`src/rtl/victim_cache_ctrl_if.sv`:
```
// rtl/victim_cache_ctrl_if.sv - L1-side eviction/lookup/response and writeback handshakes of the victim cache controller
interface victim_cache_ctrl_if #(
  parameter int WAY_W = 3,
  parameter int TAG_W = 27
);
  logic             evict_valid_i;
  logic             evict_ready_o;
  logic [TAG_W-1:0] evict_tag_i;
  logic             evict_dirty_i;
  logic             lookup_valid_i;
  logic             lookup_ready_o;
  logic [TAG_W-1:0] lookup_tag_i;
  logic             resp_valid_o;
  logic             resp_hit_o;
  logic [WAY_W-1:0] resp_way_o;
  logic             resp_dirty_o;
  logic             wb_valid_o;
  logic             wb_ready_i;
  logic [TAG_W-1:0] wb_tag_o;
  logic [WAY_W-1:0] wb_way_o;

  modport slave (
    input  evict_valid_i, evict_tag_i, evict_dirty_i, lookup_valid_i, lookup_tag_i, wb_ready_i,
    output evict_ready_o, lookup_ready_o, resp_valid_o, resp_hit_o, resp_way_o, resp_dirty_o,
           wb_valid_o, wb_tag_o, wb_way_o
  );

  modport master (
    output evict_valid_i, evict_tag_i, evict_dirty_i, lookup_valid_i, lookup_tag_i, wb_ready_i,
    input  evict_ready_o, lookup_ready_o, resp_valid_o, resp_hit_o, resp_way_o, resp_dirty_o,
           wb_valid_o, wb_tag_o, wb_way_o
  );
endinterface

```
`src/rtl/victim_cache_ctrl.sv`:
```
// rtl/victim_cache_ctrl.sv - control FSM of the 8-way fully-associative victim cache
module victim_cache_ctrl #(
  parameter int WAYS_VC = 8,
  parameter int WAY_W   = 3,
  parameter int TAG_W   = 27
) (
  input  logic               clk_i,
  input  logic               rst_ni,
  victim_cache_ctrl_if.slave l1,
  output logic               tag_we_o,
  output logic [WAY_W-1:0]   tag_way_o,
  output logic [TAG_W-1:0]   tag_addr_o,
  output logic               tag_wr_valid_o,
  output logic               tag_wr_dirty_o,
  output logic [TAG_W-1:0]   tag_wr_tag_o,
  input  logic               tag_hit_i,
  input  logic [WAY_W-1:0]   tag_hit_way_i,
  input  logic               tag_rd_dirty_i,
  input  logic [TAG_W-1:0]   tag_rd_tag_i,
  input  logic               full_i
);
  localparam logic [2:0] S_FLUSH  = 3'd0;
  localparam logic [2:0] S_IDLE   = 3'd1;
  localparam logic [2:0] S_LOOKUP = 3'd2;
  localparam logic [2:0] S_INVAL  = 3'd3;
  localparam logic [2:0] S_EVICT  = 3'd4;
  localparam logic [2:0] S_WB     = 3'd5;
  localparam logic [2:0] S_INSERT = 3'd6;

  logic [2:0]         state;
  logic [WAY_W-1:0]   cnt;
  logic [6:0]         plru;
  logic [WAYS_VC-1:0] shadow;
  logic [TAG_W-1:0]   tag_q;
  logic               dirty_q;
  logic [WAY_W-1:0]   way_q;
  logic [TAG_W-1:0]   wb_tag_q;
  logic               ins_dirty_q;

  logic [WAY_W-1:0]   inv_way;
  logic [WAY_W-1:0]   plru_way;
  logic [WAY_W-1:0]   victim;
  logic               need_wb;
  logic               pw2, pw1, pw0;

  // Point every tree node on the path to w away from it.
  function automatic logic [6:0] touch(input logic [6:0] p, input logic [2:0] w);
    logic [6:0] n;
    n = p;
    n[0] = ~w[2];
    if (w[2]) n[2] = ~w[1];
    else      n[1] = ~w[1];
    case (w[2:1])
      2'd0:    n[3] = ~w[0];
      2'd1:    n[4] = ~w[0];
      2'd2:    n[5] = ~w[0];
      default: n[6] = ~w[0];
    endcase
    return n;
  endfunction

  always_comb begin
    inv_way = '0;
    for (int i = WAYS_VC - 1; i >= 0; i--) begin
      if (!shadow[i]) inv_way = WAY_W'(i);
    end
  end

  always_comb begin
    pw2 = plru[0];
    pw1 = pw2 ? plru[2] : plru[1];
    case ({pw2, pw1})
      2'd0:    pw0 = plru[3];
      2'd1:    pw0 = plru[4];
      2'd2:    pw0 = plru[5];
      default: pw0 = plru[6];
    endcase
    plru_way = {pw2, pw1, pw0};
  end

  // A duplicate reuses its own way and never needs a writeback.
  always_comb begin
    if (tag_hit_i)     victim = tag_hit_way_i;
    else if (~&shadow) victim = inv_way;
    else               victim = plru_way;
    need_wb = !tag_hit_i && shadow[victim] && tag_rd_dirty_i;
  end

  always_comb begin
    l1.evict_ready_o  = 1'b0;
    l1.lookup_ready_o = 1'b0;
    l1.resp_valid_o   = 1'b0;
    l1.resp_hit_o     = 1'b0;
    l1.resp_way_o     = '0;
    l1.resp_dirty_o   = 1'b0;
    l1.wb_valid_o     = 1'b0;
    l1.wb_tag_o       = '0;
    l1.wb_way_o       = '0;
    tag_we_o          = 1'b0;
    tag_way_o         = '0;
    tag_addr_o        = '0;
    tag_wr_valid_o    = 1'b0;
    tag_wr_dirty_o    = 1'b0;
    tag_wr_tag_o      = '0;
    if (rst_ni) begin
      case (state)
        S_FLUSH: begin
          tag_we_o  = 1'b1;
          tag_way_o = cnt;
        end
        S_IDLE: begin
          l1.lookup_ready_o = 1'b1;
          l1.evict_ready_o  = ~l1.lookup_valid_i;
        end
        S_LOOKUP: begin
          tag_addr_o      = tag_q;
          tag_way_o       = tag_hit_way_i;
          l1.resp_valid_o = 1'b1;
          l1.resp_hit_o   = tag_hit_i;
          l1.resp_way_o   = tag_hit_i ? tag_hit_way_i : '0;
          l1.resp_dirty_o = tag_hit_i & tag_rd_dirty_i;
        end
        S_INVAL: begin
          tag_we_o  = 1'b1;
          tag_way_o = way_q;
        end
        S_EVICT: begin
          tag_addr_o = tag_q;
          tag_way_o  = victim;
        end
        S_WB: begin
          l1.wb_valid_o = 1'b1;
          l1.wb_tag_o   = wb_tag_q;
          l1.wb_way_o   = way_q;
        end
        S_INSERT: begin
          tag_we_o       = 1'b1;
          tag_way_o      = way_q;
          tag_wr_valid_o = 1'b1;
          tag_wr_dirty_o = ins_dirty_q;
          tag_wr_tag_o   = tag_q;
        end
        default: ;
      endcase
    end
  end

  always_ff @(posedge clk_i) begin
    if (!rst_ni) begin
      state       <= S_FLUSH;
      cnt         <= '0;
      plru        <= '0;
      shadow      <= '0;
      tag_q       <= '0;
      dirty_q     <= 1'b0;
      way_q       <= '0;
      wb_tag_q    <= '0;
      ins_dirty_q <= 1'b0;
    end else begin
      case (state)
        S_FLUSH: begin
          cnt <= cnt + 1'b1;
          if (cnt == WAY_W'(WAYS_VC - 1)) state <= S_IDLE;
        end
        S_IDLE: begin
          if (l1.lookup_valid_i) begin
            tag_q <= l1.lookup_tag_i;
            state <= S_LOOKUP;
          end else if (l1.evict_valid_i) begin
            tag_q   <= l1.evict_tag_i;
            dirty_q <= l1.evict_dirty_i;
            state   <= S_EVICT;
          end
        end
        S_LOOKUP: begin
          if (tag_hit_i) begin
            plru  <= touch(plru, tag_hit_way_i);
            way_q <= tag_hit_way_i;
            state <= S_INVAL;
          end else begin
            state <= S_IDLE;
          end
        end
        S_INVAL: begin
          shadow[way_q] <= 1'b0;
          state         <= S_IDLE;
        end
        S_EVICT: begin
          way_q       <= victim;
          wb_tag_q    <= tag_rd_tag_i;
          ins_dirty_q <= dirty_q | (tag_hit_i & tag_rd_dirty_i);
          state       <= need_wb ? S_WB : S_INSERT;
        end
        S_WB: begin
          if (l1.wb_ready_i) state <= S_INSERT;
        end
        S_INSERT: begin
          shadow[way_q] <= 1'b1;
          plru          <= touch(plru, way_q);
          state         <= S_IDLE;
        end
        default: state <= S_FLUSH;
      endcase
    end
  end

  a_full_tracks_shadow: assert property (@(posedge clk_i) disable iff (!rst_ni)
    (state != S_FLUSH) |-> (full_i == &shadow));
  a_one_handshake: assert property (@(posedge clk_i) disable iff (!rst_ni)
    !(l1.evict_valid_i && l1.evict_ready_o && l1.lookup_valid_i && l1.lookup_ready_o));
  a_wb_stable: assert property (@(posedge clk_i) disable iff (!rst_ni)
    (l1.wb_valid_o && !l1.wb_ready_i) |=> (l1.wb_valid_o && $stable(l1.wb_tag_o) && $stable(l1.wb_way_o)));
  a_ready_idle_only: assert property (@(posedge clk_i) disable iff (!rst_ni)
    (state != S_IDLE) |-> (!l1.evict_ready_o && !l1.lookup_ready_o));
endmodule
```
`src/flat_wrapper.sv`:
```
// flat-port wrapper written by rule: the top's interface ports become plain ports
module victim_cache_ctrl_flat 
#(
  parameter int WAYS_VC = 8,
  parameter int WAY_W   = 3,
  parameter int TAG_W   = 27
)
  (clk_i, rst_ni, tag_we_o, tag_way_o, tag_addr_o, tag_wr_valid_o, tag_wr_dirty_o, tag_wr_tag_o, tag_hit_i, tag_hit_way_i, tag_rd_dirty_i, tag_rd_tag_i, full_i, l1_evict_valid_i, l1_evict_tag_i, l1_evict_dirty_i, l1_lookup_valid_i, l1_lookup_tag_i, l1_wb_ready_i, l1_evict_ready_o, l1_lookup_ready_o, l1_resp_valid_o, l1_resp_hit_o, l1_resp_way_o, l1_resp_dirty_o, l1_wb_valid_o, l1_wb_tag_o, l1_wb_way_o);
  victim_cache_ctrl_if #(.WAY_W(WAY_W), .TAG_W(TAG_W)) l1_i ();
  input  logic clk_i;
  input  logic rst_ni;
  output logic tag_we_o;
  output logic [WAY_W-1:0] tag_way_o;
  output logic [TAG_W-1:0] tag_addr_o;
  output logic tag_wr_valid_o;
  output logic tag_wr_dirty_o;
  output logic [TAG_W-1:0] tag_wr_tag_o;
  input  logic tag_hit_i;
  input  logic [WAY_W-1:0] tag_hit_way_i;
  input  logic tag_rd_dirty_i;
  input  logic [TAG_W-1:0] tag_rd_tag_i;
  input  logic full_i;
  input wire logic [$bits(l1_i.evict_valid_i)-1:0] l1_evict_valid_i;
  input wire logic [$bits(l1_i.evict_tag_i)-1:0] l1_evict_tag_i;
  input wire logic [$bits(l1_i.evict_dirty_i)-1:0] l1_evict_dirty_i;
  input wire logic [$bits(l1_i.lookup_valid_i)-1:0] l1_lookup_valid_i;
  input wire logic [$bits(l1_i.lookup_tag_i)-1:0] l1_lookup_tag_i;
  input wire logic [$bits(l1_i.wb_ready_i)-1:0] l1_wb_ready_i;
  output wire logic [$bits(l1_i.evict_ready_o)-1:0] l1_evict_ready_o;
  output wire logic [$bits(l1_i.lookup_ready_o)-1:0] l1_lookup_ready_o;
  output wire logic [$bits(l1_i.resp_valid_o)-1:0] l1_resp_valid_o;
  output wire logic [$bits(l1_i.resp_hit_o)-1:0] l1_resp_hit_o;
  output wire logic [$bits(l1_i.resp_way_o)-1:0] l1_resp_way_o;
  output wire logic [$bits(l1_i.resp_dirty_o)-1:0] l1_resp_dirty_o;
  output wire logic [$bits(l1_i.wb_valid_o)-1:0] l1_wb_valid_o;
  output wire logic [$bits(l1_i.wb_tag_o)-1:0] l1_wb_tag_o;
  output wire logic [$bits(l1_i.wb_way_o)-1:0] l1_wb_way_o;
  assign l1_i.evict_valid_i = l1_evict_valid_i;
  assign l1_i.evict_tag_i = l1_evict_tag_i;
  assign l1_i.evict_dirty_i = l1_evict_dirty_i;
  assign l1_i.lookup_valid_i = l1_lookup_valid_i;
  assign l1_i.lookup_tag_i = l1_lookup_tag_i;
  assign l1_i.wb_ready_i = l1_wb_ready_i;
  assign l1_evict_ready_o = l1_i.evict_ready_o;
  assign l1_lookup_ready_o = l1_i.lookup_ready_o;
  assign l1_resp_valid_o = l1_i.resp_valid_o;
  assign l1_resp_hit_o = l1_i.resp_hit_o;
  assign l1_resp_way_o = l1_i.resp_way_o;
  assign l1_resp_dirty_o = l1_i.resp_dirty_o;
  assign l1_wb_valid_o = l1_i.wb_valid_o;
  assign l1_wb_tag_o = l1_i.wb_tag_o;
  assign l1_wb_way_o = l1_i.wb_way_o;
  victim_cache_ctrl #(.WAYS_VC(WAYS_VC), .WAY_W(WAY_W), .TAG_W(TAG_W)) u_core (.clk_i(clk_i), .rst_ni(rst_ni), .l1(l1_i), .tag_we_o(tag_we_o), .tag_way_o(tag_way_o), .tag_addr_o(tag_addr_o), .tag_wr_valid_o(tag_wr_valid_o), .tag_wr_dirty_o(tag_wr_dirty_o), .tag_wr_tag_o(tag_wr_tag_o), .tag_hit_i(tag_hit_i), .tag_hit_way_i(tag_hit_way_i), .tag_rd_dirty_i(tag_rd_dirty_i), .tag_rd_tag_i(tag_rd_tag_i), .full_i(full_i));
endmodule
```
`config.mk`:
```
export PLATFORM = sky130hd
export DESIGN_NAME = victim_cache_ctrl_flat
export DESIGN_NICKNAME = d
export VERILOG_FILES = /design/src/rtl/victim_cache_ctrl_if.sv /design/src/rtl/victim_cache_ctrl.sv /design/src/flat_wrapper.sv
export SDC_FILE = /design/constraint.sdc
export NUM_CORES = 1
export LEC_CHECK = 0
export CORE_ASPECT_RATIO = 1.25
export CORE_MARGIN = 10
export CORE_UTILIZATION = 30
export CTS_CLUSTER_SIZE = 14
export DETAILED_ROUTE_END_ITERATION = 10
export HOLD_SLACK_MARGIN = 0.05
export PLACE_DENSITY = 0.69
export SETUP_SLACK_MARGIN = 0.1
export SKIP_CTS_REPAIR_TIMING = 1
export SYNTH_ARGS = -nofsm -noshare
export SYNTH_HDL_FRONTEND = slang
export SYNTH_SLANG_ARGS = --single-unit
```
`constraint.sdc`:
```
create_clock -name clk_i -period 3.3 [get_ports clk_i]
set_clock_uncertainty 0.15 [all_clocks]
set_input_delay 0.99 -clock clk_i [delete_from_list [all_inputs] [get_ports clk_i]]
set_output_delay 0.99 -clock clk_i [all_outputs]
set_load 0.005 [all_outputs]
```
==> reports/metrics.yaml <==
cells_and_area:
  drive_gt1_share_pct: 14.7
  fin_nets: 867
  fin_cells: 959
  layout_commonest_cell: "nand2_1"
  final_cell_mix: "95 x nand2_1, 89 x clkdlybuf4s50_1, 89 x dlymetal6s2s_1, 78 x dfxtp_1, 64 x and2_1"
  n_antenna_cell: 0
  final_area_mm2: 0.00785
  fin_util_pct: 52.5
  area_growth_syn_to_layout_pct: 72.4
logic_synthesis:
  ys_seq_area_share_pct: 35.1
  synth-edff-count: 0
  synth_area_mm2: 0.00456
  ys.warnings.count: 0
  postSynthCellCount: 556
  synthesis.nets: 651
  ys.flop_type: "dfxtp_1"
  yosys.cell_types.count: 43
  synthArstFlopShare_pct: 0
  avgSynthCellArea_um2: 8.20
  synth-seq-cells: 80
floorplanning:
  die_area_mm2: 0.0206
  core_area_mm2: 0.0150
  io_pins: 192
  die_h_um: 158
  die_w_um: 130
  placementRows: 50
  initial_utilization_pct: 30.5
grt:
  grt_first_pass_wirelength_um: 25000
  grt_use_total_pct: 15.3
  grt_pass1_vias: 4754
  antenna_found_initial: 0
  grt_overflow: 0
  grt_max_degree: 55
worst_setup_path:
  cp_max_fo: 2
  endpoint: "tag_way_o[0]"
  startpoint: "tag_hit_i"
  reg2reg_from: "u_core.plru[1]"
  cpMostUsedCell: "buf_6"
  crit_chain: "buf_6 -> and3b_1 -> nand3_2 -> a2111oi_4 -> a221oi_4 -> o21a_1 -> o22ai_2 -> and2_4 -> buf_6"
  crit_slowest_cell: "a2111oi_4"
  arrival_ps: 2370
  startpoint_type: "input pin"
  slowest_delay_ps: 350
  required_ps: 2160
  worst_r2r_endpoint: "u_core.state[0]"
  reg2reg_depth: 9
  criticalPathCategory: "in2out"
  crit_path_end_kind: "output pin"
  ff2ff_setup_slack_ps: 680
drt:
  vias: 4834
  drt-initial-drc-count: 179
  post_drt_wl_per_cell_um: 18.3
  vias_per_cell: 5.04
  wl_met2_um: 8610
  routedLengthMet1_um: 7230
  routed.top_layer: "met4"
  drt-pass1-iter-count: 4
  drtAntennaViolNets: 0
  wl_met3_um: 1610
  drc: 0
  routed_wirelength_um: 17600
placed_design:
  pre_cts_ws_ps: -929
  hpwlAfterDp_um: 12200
  port_buffers: 190
  dp_cells: 916
  gp_congestion: 0.867
  place_area_mm2: 0.00683
timing:
  slew_headroom_pct: 64.4
  setup_ws_ps: -213
  slew_viol_final: 0
  max_freq_mhz: 285
  rsz0062_at_grt: "true"
  tns_ps: -351
  post-route-period-util_pct: 106
  tightestPinTransition_ps: 530
  setup_violations: 2
  whs_ps: 307
  hold_violations: 0
  fin_crit_ps: 3510
outcome:
  violations: "setup timing"
  status: "finished, violations left"
worst_hold_path:
  hold_class: "reg2reg"
cts:
  cts-root-buf: "clkbuf_16"
  cts_tree: "yes"
  ctsHtreeMaxLevel: 3
  path_clk_slew_ps: 60
  clkSinkCount: 80
  clkLatencyLatePin_ps: 340
  numCtsBuffers: 9
  cts_buffer_depth: 2
run:
  cap_violations: 0
power:
  finalPower_mw: 2.30
  cellLeakagePower_nw: 4.99
  ir_worst_vdd_v: 0.000255
  power_density_mw_per_mm2: 293
## worst max-delay path, delay by kind of cell
family	cells	cell delay [ps]
AO/OA/AOI/OAI	4	700
buffers and inverters	2	180
AND/OR/NAND/NOR	3	510
## cells in the mapped netlist, types with 4 or more instances
cell type,instances,share of area (%)
a21boi_0,34,5.6
a21oi_1,8,0.88
a22oi_1,6,0.99
and2_1,69,9.5
and3_1,33,4.5
clkbuf_1,43,3.5
dfxtp_1,80,35
inv_1,4,0.33
mux2i_1,39,8.6
nand2_1,96,7.9
nand2b_1,7,0.96
nand3_1,6,0.66
nor2_1,12,0.99
nor2b_1,15,2.1
nor3_1,7,0.77
o211a_1,29,6.4
o21ai_0,23,2.5
o22ai_1,5,0.69
or3_1,5,0.69
## area by class of cell
cell class	instances	area [um^2]
flip-flops and latches	80	1610
fillers	1347	7100
well taps	182	228
inverters	4	18.8
clock buffers	9	225
multi-input cells	425	2870
clock inverters	7	96.3
repair buffers	252	2810
## sequential cells by signal, summed over array words and instances (netlist names), named ones only
name,flops
u_core.cnt,3
u_core.dirty_q,1
u_core.way_q,3
u_core.tag_q,27
u_core.wb_tag_q,27
u_core.plru,7
u_core.ins_dirty_q,1
u_core.state,3
## routing by layer
metal | track usage [%] | up-vias
li1 | - | 2358
met1 | 17.1 | 2287
met2 | 25.5 | 181
met3 | 6.89 | 8
met4 | 4.35 | 0
met5 | 0 | -
## how the worst min path moves through the flow
| stage | startpoint | end | cells past startpoint | slack [ps] |
|---|---|---|---|---|
| floorplan | u_core.wb_tag_q[0] | u_core.wb_tag_q[0] | 2 | 290 |
| global placement | u_core.wb_tag_q[22] | u_core.wb_tag_q[22] | 2 | 300 |
| detailed placement | u_core.wb_tag_q[26] | u_core.wb_tag_q[26] | 2 | 300 |
| CTS | u_core.wb_tag_q[26] | u_core.wb_tag_q[26] | 2 | 310 |
| global route | u_core.wb_tag_q[5] | u_core.wb_tag_q[5] | 2 | 330 |
| finish | u_core.wb_tag_q[26] | u_core.wb_tag_q[26] | 2 | 310 |
## power breakdown
part           total (mW)  switching, mW  internal, mW
Sequential          0.977        0.00570         0.971
Clock                1.07          0.409         0.663
Combinational       0.256         0.0900         0.166
## kinds of logic after synthesis
kind of cell,count (synthesis),synth area share (%)
fa+ha+maj,2,0.549
xor+xnor,2,0.384
flops,80,35.1
buf+inv,51,4.39
simple gates,258,29.4
mux,42,9.97
compound gates,121,20.2
(Power assumes the default switching activity.)
